<file path="config.mk">
export PLATFORM = sky130hd
export DESIGN_NAME = tron_input_ctrl
export DESIGN_NICKNAME = d
export VERILOG_FILES = /design/src/rtl/tron_input_ctrl.sv
export SDC_FILE = /design/constraint.sdc
export NUM_CORES = 1
export LEC_CHECK = 0
export ABC_AREA = 1
export CORE_ASPECT_RATIO = 1.2
export CORE_MARGIN = 2
export CORE_UTILIZATION = 51
export CTS_CLUSTER_SIZE = 14
export DETAILED_ROUTE_END_ITERATION = 8
export HOLD_SLACK_MARGIN = 0.15
export PLACE_DENSITY = 0.69
export SLEW_MARGIN = 20
export SYNTH_ARGS = -nofsm -noshare
export SYNTH_HDL_FRONTEND = slang
export SYNTH_SLANG_ARGS = --single-unit
</file>
<file path="constraint.sdc">
create_clock -name CLOCK_50 -period 2.7 [get_ports CLOCK_50]
set_input_delay 0.27 -clock CLOCK_50 [delete_from_list [all_inputs] [get_ports CLOCK_50]]
set_output_delay 0.27 -clock CLOCK_50 [all_outputs]
set_load 0.01 [all_outputs]
</file>
<file path="src/rtl/tron_input_ctrl.sv">
// tron_input_ctrl -- input front-end for the 4-player light-cycle game.
//   PS/2 keyboard receiver -> scan-code decoder (E0/F0 prefixes) -> 5-bit key code,
//   per-player heading registers, and the game-step tick generator.
// Ports:
//   CLOCK_50      in   system clock, all state on rising edge
//   reset         in   asynchronous active-high reset
//   PS2_KBCLK     in   PS/2 clock from keyboard (asynchronous)
//   PS2_KBDAT     in   PS/2 data from keyboard (asynchronous)
//   KEY_PRESSED   out  code of most recently made, still-held game key, 0 = none
//   clonke        out  one-cycle game tick every RATE_DIV cycles
//   p1d..p4d      out  player headings {0, dir}: 00 up, 01 down, 10 left, 11 right
module tron_input_ctrl #(
  parameter int RATE_DIV    = 5_000_000,
  parameter int PS2_TIMEOUT = 50_000
) (
  input  logic       CLOCK_50,
  input  logic       reset,
  input  logic       PS2_KBCLK,
  input  logic       PS2_KBDAT,
  output logic [4:0] KEY_PRESSED,
  output logic       clonke,
  output logic [2:0] p1d,
  output logic [2:0] p2d,
  output logic [2:0] p3d,
  output logic [2:0] p4d
);

  localparam int NUM_PLR = 4;
  localparam int CW      = (RATE_DIV > 2) ? $clog2(RATE_DIV) : 1;
  localparam int TW      = $clog2(PS2_TIMEOUT + 1);

  localparam logic [7:0] SC_EXT = 8'hE0;
  localparam logic [7:0] SC_BRK = 8'hF0;

  // Scan code -> key code (4*(player-1) + dir + 1); 0 means not a game key.
  // Extended prefix selects the arrow cluster; keypad shares base codes.
  function automatic logic [4:0] key_map(input logic ext, input logic [7:0] sc);
    logic [4:0] k;
    k = 5'd0;
    if (ext) begin
      case (sc)
        8'h75:   k = 5'd1;
        8'h72:   k = 5'd2;
        8'h6B:   k = 5'd3;
        8'h74:   k = 5'd4;
        default: k = 5'd0;
      endcase
    end else begin
      case (sc)
        8'h1D:   k = 5'd5;
        8'h1B:   k = 5'd6;
        8'h1C:   k = 5'd7;
        8'h23:   k = 5'd8;
        8'h43:   k = 5'd9;
        8'h42:   k = 5'd10;
        8'h3B:   k = 5'd11;
        8'h4B:   k = 5'd12;
        8'h75:   k = 5'd13;
        8'h73:   k = 5'd14;
        8'h6B:   k = 5'd15;
        8'h74:   k = 5'd16;
        default: k = 5'd0;
      endcase
    end
    return k;
  endfunction

  // ---------------- state ----------------
  logic [CW-1:0]              cnt_q,      cnt_d;
  logic                       clonke_q,   clonke_d;
  logic [1:0]                 kbclk_s_q,  kbclk_s_d;
  logic [1:0]                 kbdat_s_q,  kbdat_s_d;
  logic                       kbclk_p_q,  kbclk_p_d;
  logic [3:0]                 bit_cnt_q,  bit_cnt_d;
  logic [9:0]                 shift_q,    shift_d;
  logic [TW-1:0]              idle_q,     idle_d;
  logic                       byte_stb_q, byte_stb_d;
  logic [7:0]                 byte_q,     byte_d;
  logic                       ext_q,      ext_d;
  logic                       brk_q,      brk_d;
  logic [4:0]                 key_q,      key_d;
  logic                       hd_stb_q,   hd_stb_d;
  logic [3:0]                 hd_sel_q,   hd_sel_d;   // {player, dir}
  logic [NUM_PLR-1:0][1:0]    hd_q,       hd_d;

  logic       fall;
  logic       frame_ok;
  logic [4:0] code;

  assign fall = kbclk_p_q & ~kbclk_s_q[1];

  always_comb begin
    cnt_d      = cnt_q;
    clonke_d   = 1'b0;
    kbclk_s_d  = {kbclk_s_q[0], PS2_KBCLK};
    kbdat_s_d  = {kbdat_s_q[0], PS2_KBDAT};
    kbclk_p_d  = kbclk_s_q[1];
    bit_cnt_d  = bit_cnt_q;
    shift_d    = shift_q;
    idle_d     = idle_q;
    byte_stb_d = 1'b0;
    byte_d     = byte_q;
    ext_d      = ext_q;
    brk_d      = brk_q;
    key_d      = key_q;
    hd_stb_d   = 1'b0;
    hd_sel_d   = hd_sel_q;
    hd_d       = hd_q;
    frame_ok   = 1'b0;
    code       = 5'd0;

    // Tick: registered so it rises RATE_DIV edges after reset release.
    if (cnt_q == CW'(RATE_DIV - 1)) begin
      cnt_d    = '0;
      clonke_d = 1'b1;
    end else begin
      cnt_d = cnt_q + 1'b1;
    end

    // Receiver. shift_q collects start, data[7:0], parity (LSB = oldest);
    // the stop bit is taken straight off the line on the 11th edge.
    if (fall) begin
      idle_d = '0;
      if (bit_cnt_q == 4'd10) begin
        frame_ok   = ~shift_q[0] & (^shift_q[9:1]) & kbdat_s_q[1];
        byte_stb_d = frame_ok;
        if (frame_ok) byte_d = shift_q[8:1];
        bit_cnt_d  = 4'd0;
      end else begin
        shift_d   = {kbdat_s_q[1], shift_q[9:1]};
        bit_cnt_d = bit_cnt_q + 4'd1;
      end
    end else if (bit_cnt_q != 4'd0) begin
      // Stalled mid-frame: drop the partial byte so the next start bit aligns.
      if (idle_q == TW'(PS2_TIMEOUT - 1)) begin
        idle_d    = '0;
        bit_cnt_d = 4'd0;
      end else begin
        idle_d = idle_q + 1'b1;
      end
    end else begin
      idle_d = '0;
    end

    // Scan decoder: prefixes latch flags, the next plain byte consumes them.
    if (byte_stb_q) begin
      if (byte_q == SC_EXT) begin
        ext_d = 1'b1;
      end else if (byte_q == SC_BRK) begin
        brk_d = 1'b1;
      end else begin
        code = key_map(ext_q, byte_q);
        if (code != 5'd0) begin
          if (brk_q) begin
            // Release only clears if it is the key currently reported.
            if (key_q == code) key_d = 5'd0;
          end else begin
            key_d    = code;
            hd_stb_d = 1'b1;
            hd_sel_d = 4'(code - 5'd1);
          end
        end
        ext_d = 1'b0;
        brk_d = 1'b0;
      end
    end

    // Heading: opposite directions differ only in bit 0, so a reversal
    // request is exactly the current heading with bit 0 flipped.
    for (int p = 0; p < NUM_PLR; p++) begin
      if (hd_stb_q && hd_sel_q[3:2] == 2'(p) &&
          hd_sel_q[1:0] != (hd_q[p] ^ 2'b01))
        hd_d[p] = hd_sel_q[1:0];
    end
  end

  always_ff @(posedge CLOCK_50 or posedge reset) begin
    if (reset) begin
      cnt_q      <= '0;
      clonke_q   <= 1'b0;
      kbclk_s_q  <= 2'b11;   // idle-high so release does not fake an edge
      kbdat_s_q  <= 2'b11;
      kbclk_p_q  <= 1'b1;
      bit_cnt_q  <= 4'd0;
      shift_q    <= '0;
      idle_q     <= '0;
      byte_stb_q <= 1'b0;
      byte_q     <= '0;
      ext_q      <= 1'b0;
      brk_q      <= 1'b0;
      key_q      <= 5'd0;
      hd_stb_q   <= 1'b0;
      hd_sel_q   <= '0;
      hd_q       <= {2'b11, 2'b10, 2'b01, 2'b00};
    end else begin
      cnt_q      <= cnt_d;
      clonke_q   <= clonke_d;
      kbclk_s_q  <= kbclk_s_d;
      kbdat_s_q  <= kbdat_s_d;
      kbclk_p_q  <= kbclk_p_d;
      bit_cnt_q  <= bit_cnt_d;
      shift_q    <= shift_d;
      idle_q     <= idle_d;
      byte_stb_q <= byte_stb_d;
      byte_q     <= byte_d;
      ext_q      <= ext_d;
      brk_q      <= brk_d;
      key_q      <= key_d;
      hd_stb_q   <= hd_stb_d;
      hd_sel_q   <= hd_sel_d;
      hd_q       <= hd_d;
    end
  end

  assign KEY_PRESSED = key_q;
  assign clonke      = clonke_q;
  assign p1d         = {1'b0, hd_q[0]};
  assign p2d         = {1'b0, hd_q[1]};
  assign p3d         = {1'b0, hd_q[2]};
  assign p4d         = {1'b0, hd_q[3]};

endmodule

</file>
# Word level (Yosys, flattened, before mapping)
# Index checks and enable logic that the tools add are counted.
dict set report totals {
  word_cells 112
  inputBits 4
  ff_bits 88
  out_inout_bits 18
}
dict set report classes {
  n_eq_ne 28
  add_sub_neg 4
  n_bitwise 13
  n_mux 27
  reduce_logical 21
}
# operator n
set ops {}
lappend ops {{$eq 8x7->1 const B} 8}
lappend ops {{$pmux 5 s12} 1}
lappend ops {{$mux 16} 3}
lappend ops {{$mux 5} 6}
lappend ops {{$eq 8x5->1 const B} 3}
lappend ops {{$add 23x1->23 const B} 1}
lappend ops {{$eq 23x23->1 const B} 1}
lappend ops {{$mux 23} 1}
lappend ops {{$add 16x1->16 const B} 1}
lappend ops {{$eq 16x16->1 const B} 1}
lappend ops {{$eq 8x6->1 const B} 2}
lappend ops {{$eq 8x8->1 const B} 2}
lappend ops {{$mux 4} 4}
lappend ops {{$pmux 3 s4} 1}
lappend ops {{$mux 1} 11}
lappend ops {{$not 1->1} 10}
lappend ops {{$reduce_and 5->1} 2}
lappend ops {{$reduce_xor 9->1} 1}
lappend ops {{$logic_and 1x1->1} 8}
lappend ops {{$ne 2x2->1} 4}
lappend ops {{$reduce_and 2->1} 4}
lappend ops {{$eq 5x5->1} 1}
lappend ops {{$reduce_bool 5->1} 1}
lappend ops {{$add 4x1->4 const B} 1}
lappend ops {{other kinds (11)} 15}

# Longest topological paths before layout
dict set report depth {
  word_depth 11
  depth_mapped 18
  ltp_nobuf 18
}

# Worst setup path before layout
# OpenSTA, ideal clock, no wires.
dict set report synth_timing {
  kind {reg2reg}
  from {register byte_q[7]}
  to {register key_q[1], in the netlist KEY_PRESSED[1]}
  setup_slack_ns 0.750
  setup_ns 0.118
  arrival_time_ns 1.832
  t_required_ns 2.582
  period_less_slack_ns 1.950
  stages_incl_launch_ff 18
  n_path_buf 0
  path_cell_list {dfrtp_1 -> nor2_1 -> inv_1 -> nor2_1 -> nand2_1 -> nand2_1 -> o21ai_0 -> nand2_1 -> inv_1 -> ha_1 -> nand2_1 -> a21oi_1 -> nand2_1 -> nand2_2 -> nor2_8 -> inv_4 -> nand3_1 -> nand2_1}
}
dict set report synth_between {
  elab_chain_cells 9
  word_cells_on_any_way 28
  cone_classes {eq/ne (17); mux (7); bitwise (2); reduce/logical (2)}
}
# item line
set synth_lines {}
lappend synth_lines {{start, declared} 78} ;# logic [7:0] byte_q, byte_d;
lappend synth_lines {{start signal, assigned} 205} ;# byte_q <= byte_d;
lappend synth_lines {{$eq 8x7->1 (tied with other cells)} {41, 49}}
lappend synth_lines {{$pmux 5 s12 / $pmux 3 s4 (equally long branches)} {49, 41}}
lappend synth_lines {{$mux 5} 40} ;# if (ext) begin
lappend synth_lines {{$mux 5} 149} ;# end else if (byte_q == SC_BRK) begin
lappend synth_lines {{$mux 5} 147} ;# if (byte_q == SC_EXT) begin
lappend synth_lines {{$mux 5} 146} ;# if (byte_stb_q) begin
lappend synth_lines {{$eq 5x5->1} 156} ;# if (key_q == code) key_d = 5'd0;
lappend synth_lines {{$ne 2x1->1 (no source line)} --}
lappend synth_lines {{$reduce_and 5->1 (no source line)} --}
lappend synth_lines {{end signal, assigned} 208} ;# key_q <= key_d;
lappend synth_lines {{end, declared} 81} ;# logic [4:0] key_q, key_d;
# Several ways; a longest one is shown, not always the timed one. The select of a mux whose other input is x is not followed.
# A chain may end at the register's enable or synchronous reset.

# Final worst setup path
dict set report layout_timing {
  from {register byte_q[7]}
  to {register key_q[4], in the netlist KEY_PRESSED[4]}
}
# The elaborated chain is that of the path after synthesis.

==> metrics.cfg <==
[finish]
final_cell_mix = nand2_1, inv_1, dfrtp_1
drive_above_1_share = 0.1073
fillers = 784
final_nets = 593
final_cells = 704
final_common_cell = nand2_1
antenna_cells = 0
syn_to_final_growth_pct = 11.76

[synthesis]
syn_area_per_cell_um2 = 8.238
synth-simple-area-share = 0.2681
synth_top_family_by_area = simple AND/OR/NAND/NOR gates
yosysTopAreaCell = dfrtp_1
yosysSeqAreaShare = 0.4815
synth_compound_area_frac = 0.08819
synth_area_um2 = 4597
yosysUniqueCellTypes = 42
ys_ff_latch = 88
netlist.area_leader.share = 0.4300
synthAdderAreaFrac = 0.01905
yosysWarnings = 0
synth_xor_area_frac = 0.05525
synth_cells = 558
muxShareOfSynthArea = 0
synth_area_leaders = dfrtp_1, nand2_1, inv_1

[floorplan]
ios = 22
row_count = 37
die_h_um = 108
core_um2 = 8657
initial_utilization = 0.5310
dieArea_um2 = 9792
die_w_um = 90.67

[timing]
rsz0062_at_grt = false
fin_crit_ns = 2.264
setup_viol = 0
hold_viol_final = 0
worst_pin_slew_ns = 0.5804
holdWs_ns = 0.2668
fin_ws_ns = 0.4362
drv_slew = 0
fin_skew_ns = 0.008738
max_freq_mhz = 441.7
relSlewSlack = 0.6126
fin_setup_tns_ns = 0
fin_crit_sh = 0.8385

[flow_run]
maxCapViolCount = 0

[detailed_routing]
wirelength_um = 8245
wire_per_inst_um = 11.71
drt_iter0_drc = 187
vias = 3574
drt_drc_violations_left = 0
antenna_left = 0
first_pass_iters = 4
via_per_inst = 5.077

[clocking]
cts.clk_slew.worst_paths_ns = 0.09
cts_tree = built
ctsHoldBuffers = 0
cts-resized-gates = 0
cts.sinks = 88
cts_setup_buffers = 0
clock_path_buffers = 2
cts_buffers = 9
cts-root-buf = clkbuf_8
clk_latency_ns = 0.36
h-tree-depth = 3

[global_route]
grt_pass1_wl_um = 14640
grt_max_degree = 41
grtUsageTotal = 0.1836
grt_pass1_vias = 3359
antenna_found_initial = 0
overflow = 0

[critical_path]
critPathTopFamily = simple AND/OR/NAND/NOR gates
r2r_start = byte_q[7]
cp.required_ns = 2.96
cp-end-kind = register
cp_slowest_stage_delay_ns = 0.42
startpoint = byte_q[7]
critPathLaunchType = register
cp_max_fo = 5
crit_type = reg -> reg
crit_top_cell = nand2_1
crit_chain = nor2_1, inv_1, nor2_1, nand2_1, nand3_1, nand2_1, nand2_1, inv_1, ha_1, nand2_1, a21oi_1, nand2_1, nand2_2, nor2_1, nand2_2, nand3_1, nand2_1
arrival_ns = 2.52
slowest_stage = dfrtp_1
crit_buf_inv = 2

[power_and_ir_drop]
ir_worst_vdd_mv = 0.3687
p_total_mw = 3.060
leakagePower_nw = 2.411
power.density_nw_per_um2 = 595.7

[run_status]
status = finished, final reports clean

[place]
gp_congestion = 0.9754
dp_slack_ns = 0.4833
numPortBuffers = 17
dp_cells = 688
dp_hpwl_um = 6104

[worst_hold_path]
hp-class = in -> async

## worst register-to-register path, cell delays in order, from the launching register on
cell and delay [ns]:
dfrtp_1 0.42, nor2_1 0.22, inv_1 0.06, nor2_1 0.11, nand2_1 0.08, nand3_1 0.09, nand2_1 0.07, nand2_1 0.12
inv_1 0.11, ha_1 0.21, nand2_1 0.08, a21oi_1 0.05, nand2_1 0.08, nand2_2 0.10, nor2_1 0.15, nand2_2 0.10
nand3_1 0.08, nand2_1 0.06
## cells in the mapped netlist (all sizes together)
master and instances:
a211oi 1, a21oi 20, a221oi 1, a31oi 1
and2 1, and3 1, buf 5, clkbuf 4
clkinv 1, conb 1, dfrtp 79, dfstp 9
ha 7, inv 90, nand2 121, nand3 39
nand3b 5, nand4 7, nor2 60, nor3 20
nor3b 2, nor4 6, o211ai 1, o21a 4
o21ai 40, o21bai 1, or2 1, or4 1
xnor2 10, xor2 19
## cells by family (layout without fill, tap and decap cells)
| group | count (synthesis) | in the layout |
|---|---|---|
| AND/OR/NAND/NOR | 264 | 264 |
| buffers and inverters | 100 | 126 |
| flip-flops | 88 | 88 |
| AO/OA/AOI/OAI | 69 | 69 |
| XOR/XNOR | 29 | 29 |
| adder cells (fa/ha/maj) | 7 | 7 |
| other | 1 | 4 |
## where the power goes
part / internal, mW / switching (mW)
Clock: 0.597 / 0.463
Sequential: 1.43 / 0.0974
Combinational: 0.173 / 0.299
## area by class of cell
| type | count | area [µm²] | area share |
|---|---|---|---|
| Multi-Input combinational cell | 373 | 1994 | 0.3882 |
| Sequential cell | 88 | 2213 | 0.4308 |
| Clock inverter | 4 | 75.07 | 0.01461 |
| Timing Repair Buffer | 19 | 197.7 | 0.03848 |
| Tap cell | 117 | 146.4 | 0.02849 |
| Clock buffer | 12 | 165.2 | 0.03215 |
| Inverter | 91 | 345.3 | 0.06722 |
## metal layers
metal | part of all wire | up-vias | track usage
met2 | 0.50 | 46 | 0.3209
met1 | 0.45 | 1707 | 0.2251
met5 | 0 | - | 0
li1 | - | 1808 | -
met4 | 0.016 | 0 | 0.06484
met3 | 0.028 | 13 | 0.04111
## metrics by stage
step / cell area, µm² / util
3_3_place_gp: 4897 / 0.5657
5_1_grt: 5137 / 0.5934
6_report: 5137 / 0.5934
3_5_place_dp: 4897 / 0.5657
2_1_floorplan: 4608 / -
4_1_cts: 5137 / 0.5934
## path summary, 6_finish.rpt
kind	end	slack (ns)	depth (start not counted)
worst max-delay path	KEY_PRESSED[4]	0.44	17
worst min-delay path	idle_q[15]	0.27	2
worst max register to register	KEY_PRESSED[4]	0.44	17
worst min register to register	kbclk_s_q[1]	0.36	0
max in group asynchronous	kbclk_p_q	1.78	3
min in group CLOCK_50	kbclk_s_q[0]	0.31	1
## flip-flops by register name, summed over array words and instances (netlist names)
signal,cells
p4d,2
p1d,2
p3d,2
bit_cnt_q,4
idle_q,16
brk_q,1
p2d,2
KEY_PRESSED,5
hd_stb_q,1
byte_stb_q,1
ext_q,1
hd_sel_q,4
shift_q,10
cnt_q,23
byte_q,8
kbdat_s_q,2
clonke,1
kbclk_p_q,1
kbclk_s_q,2
Power figures use the tool's default switching activity.
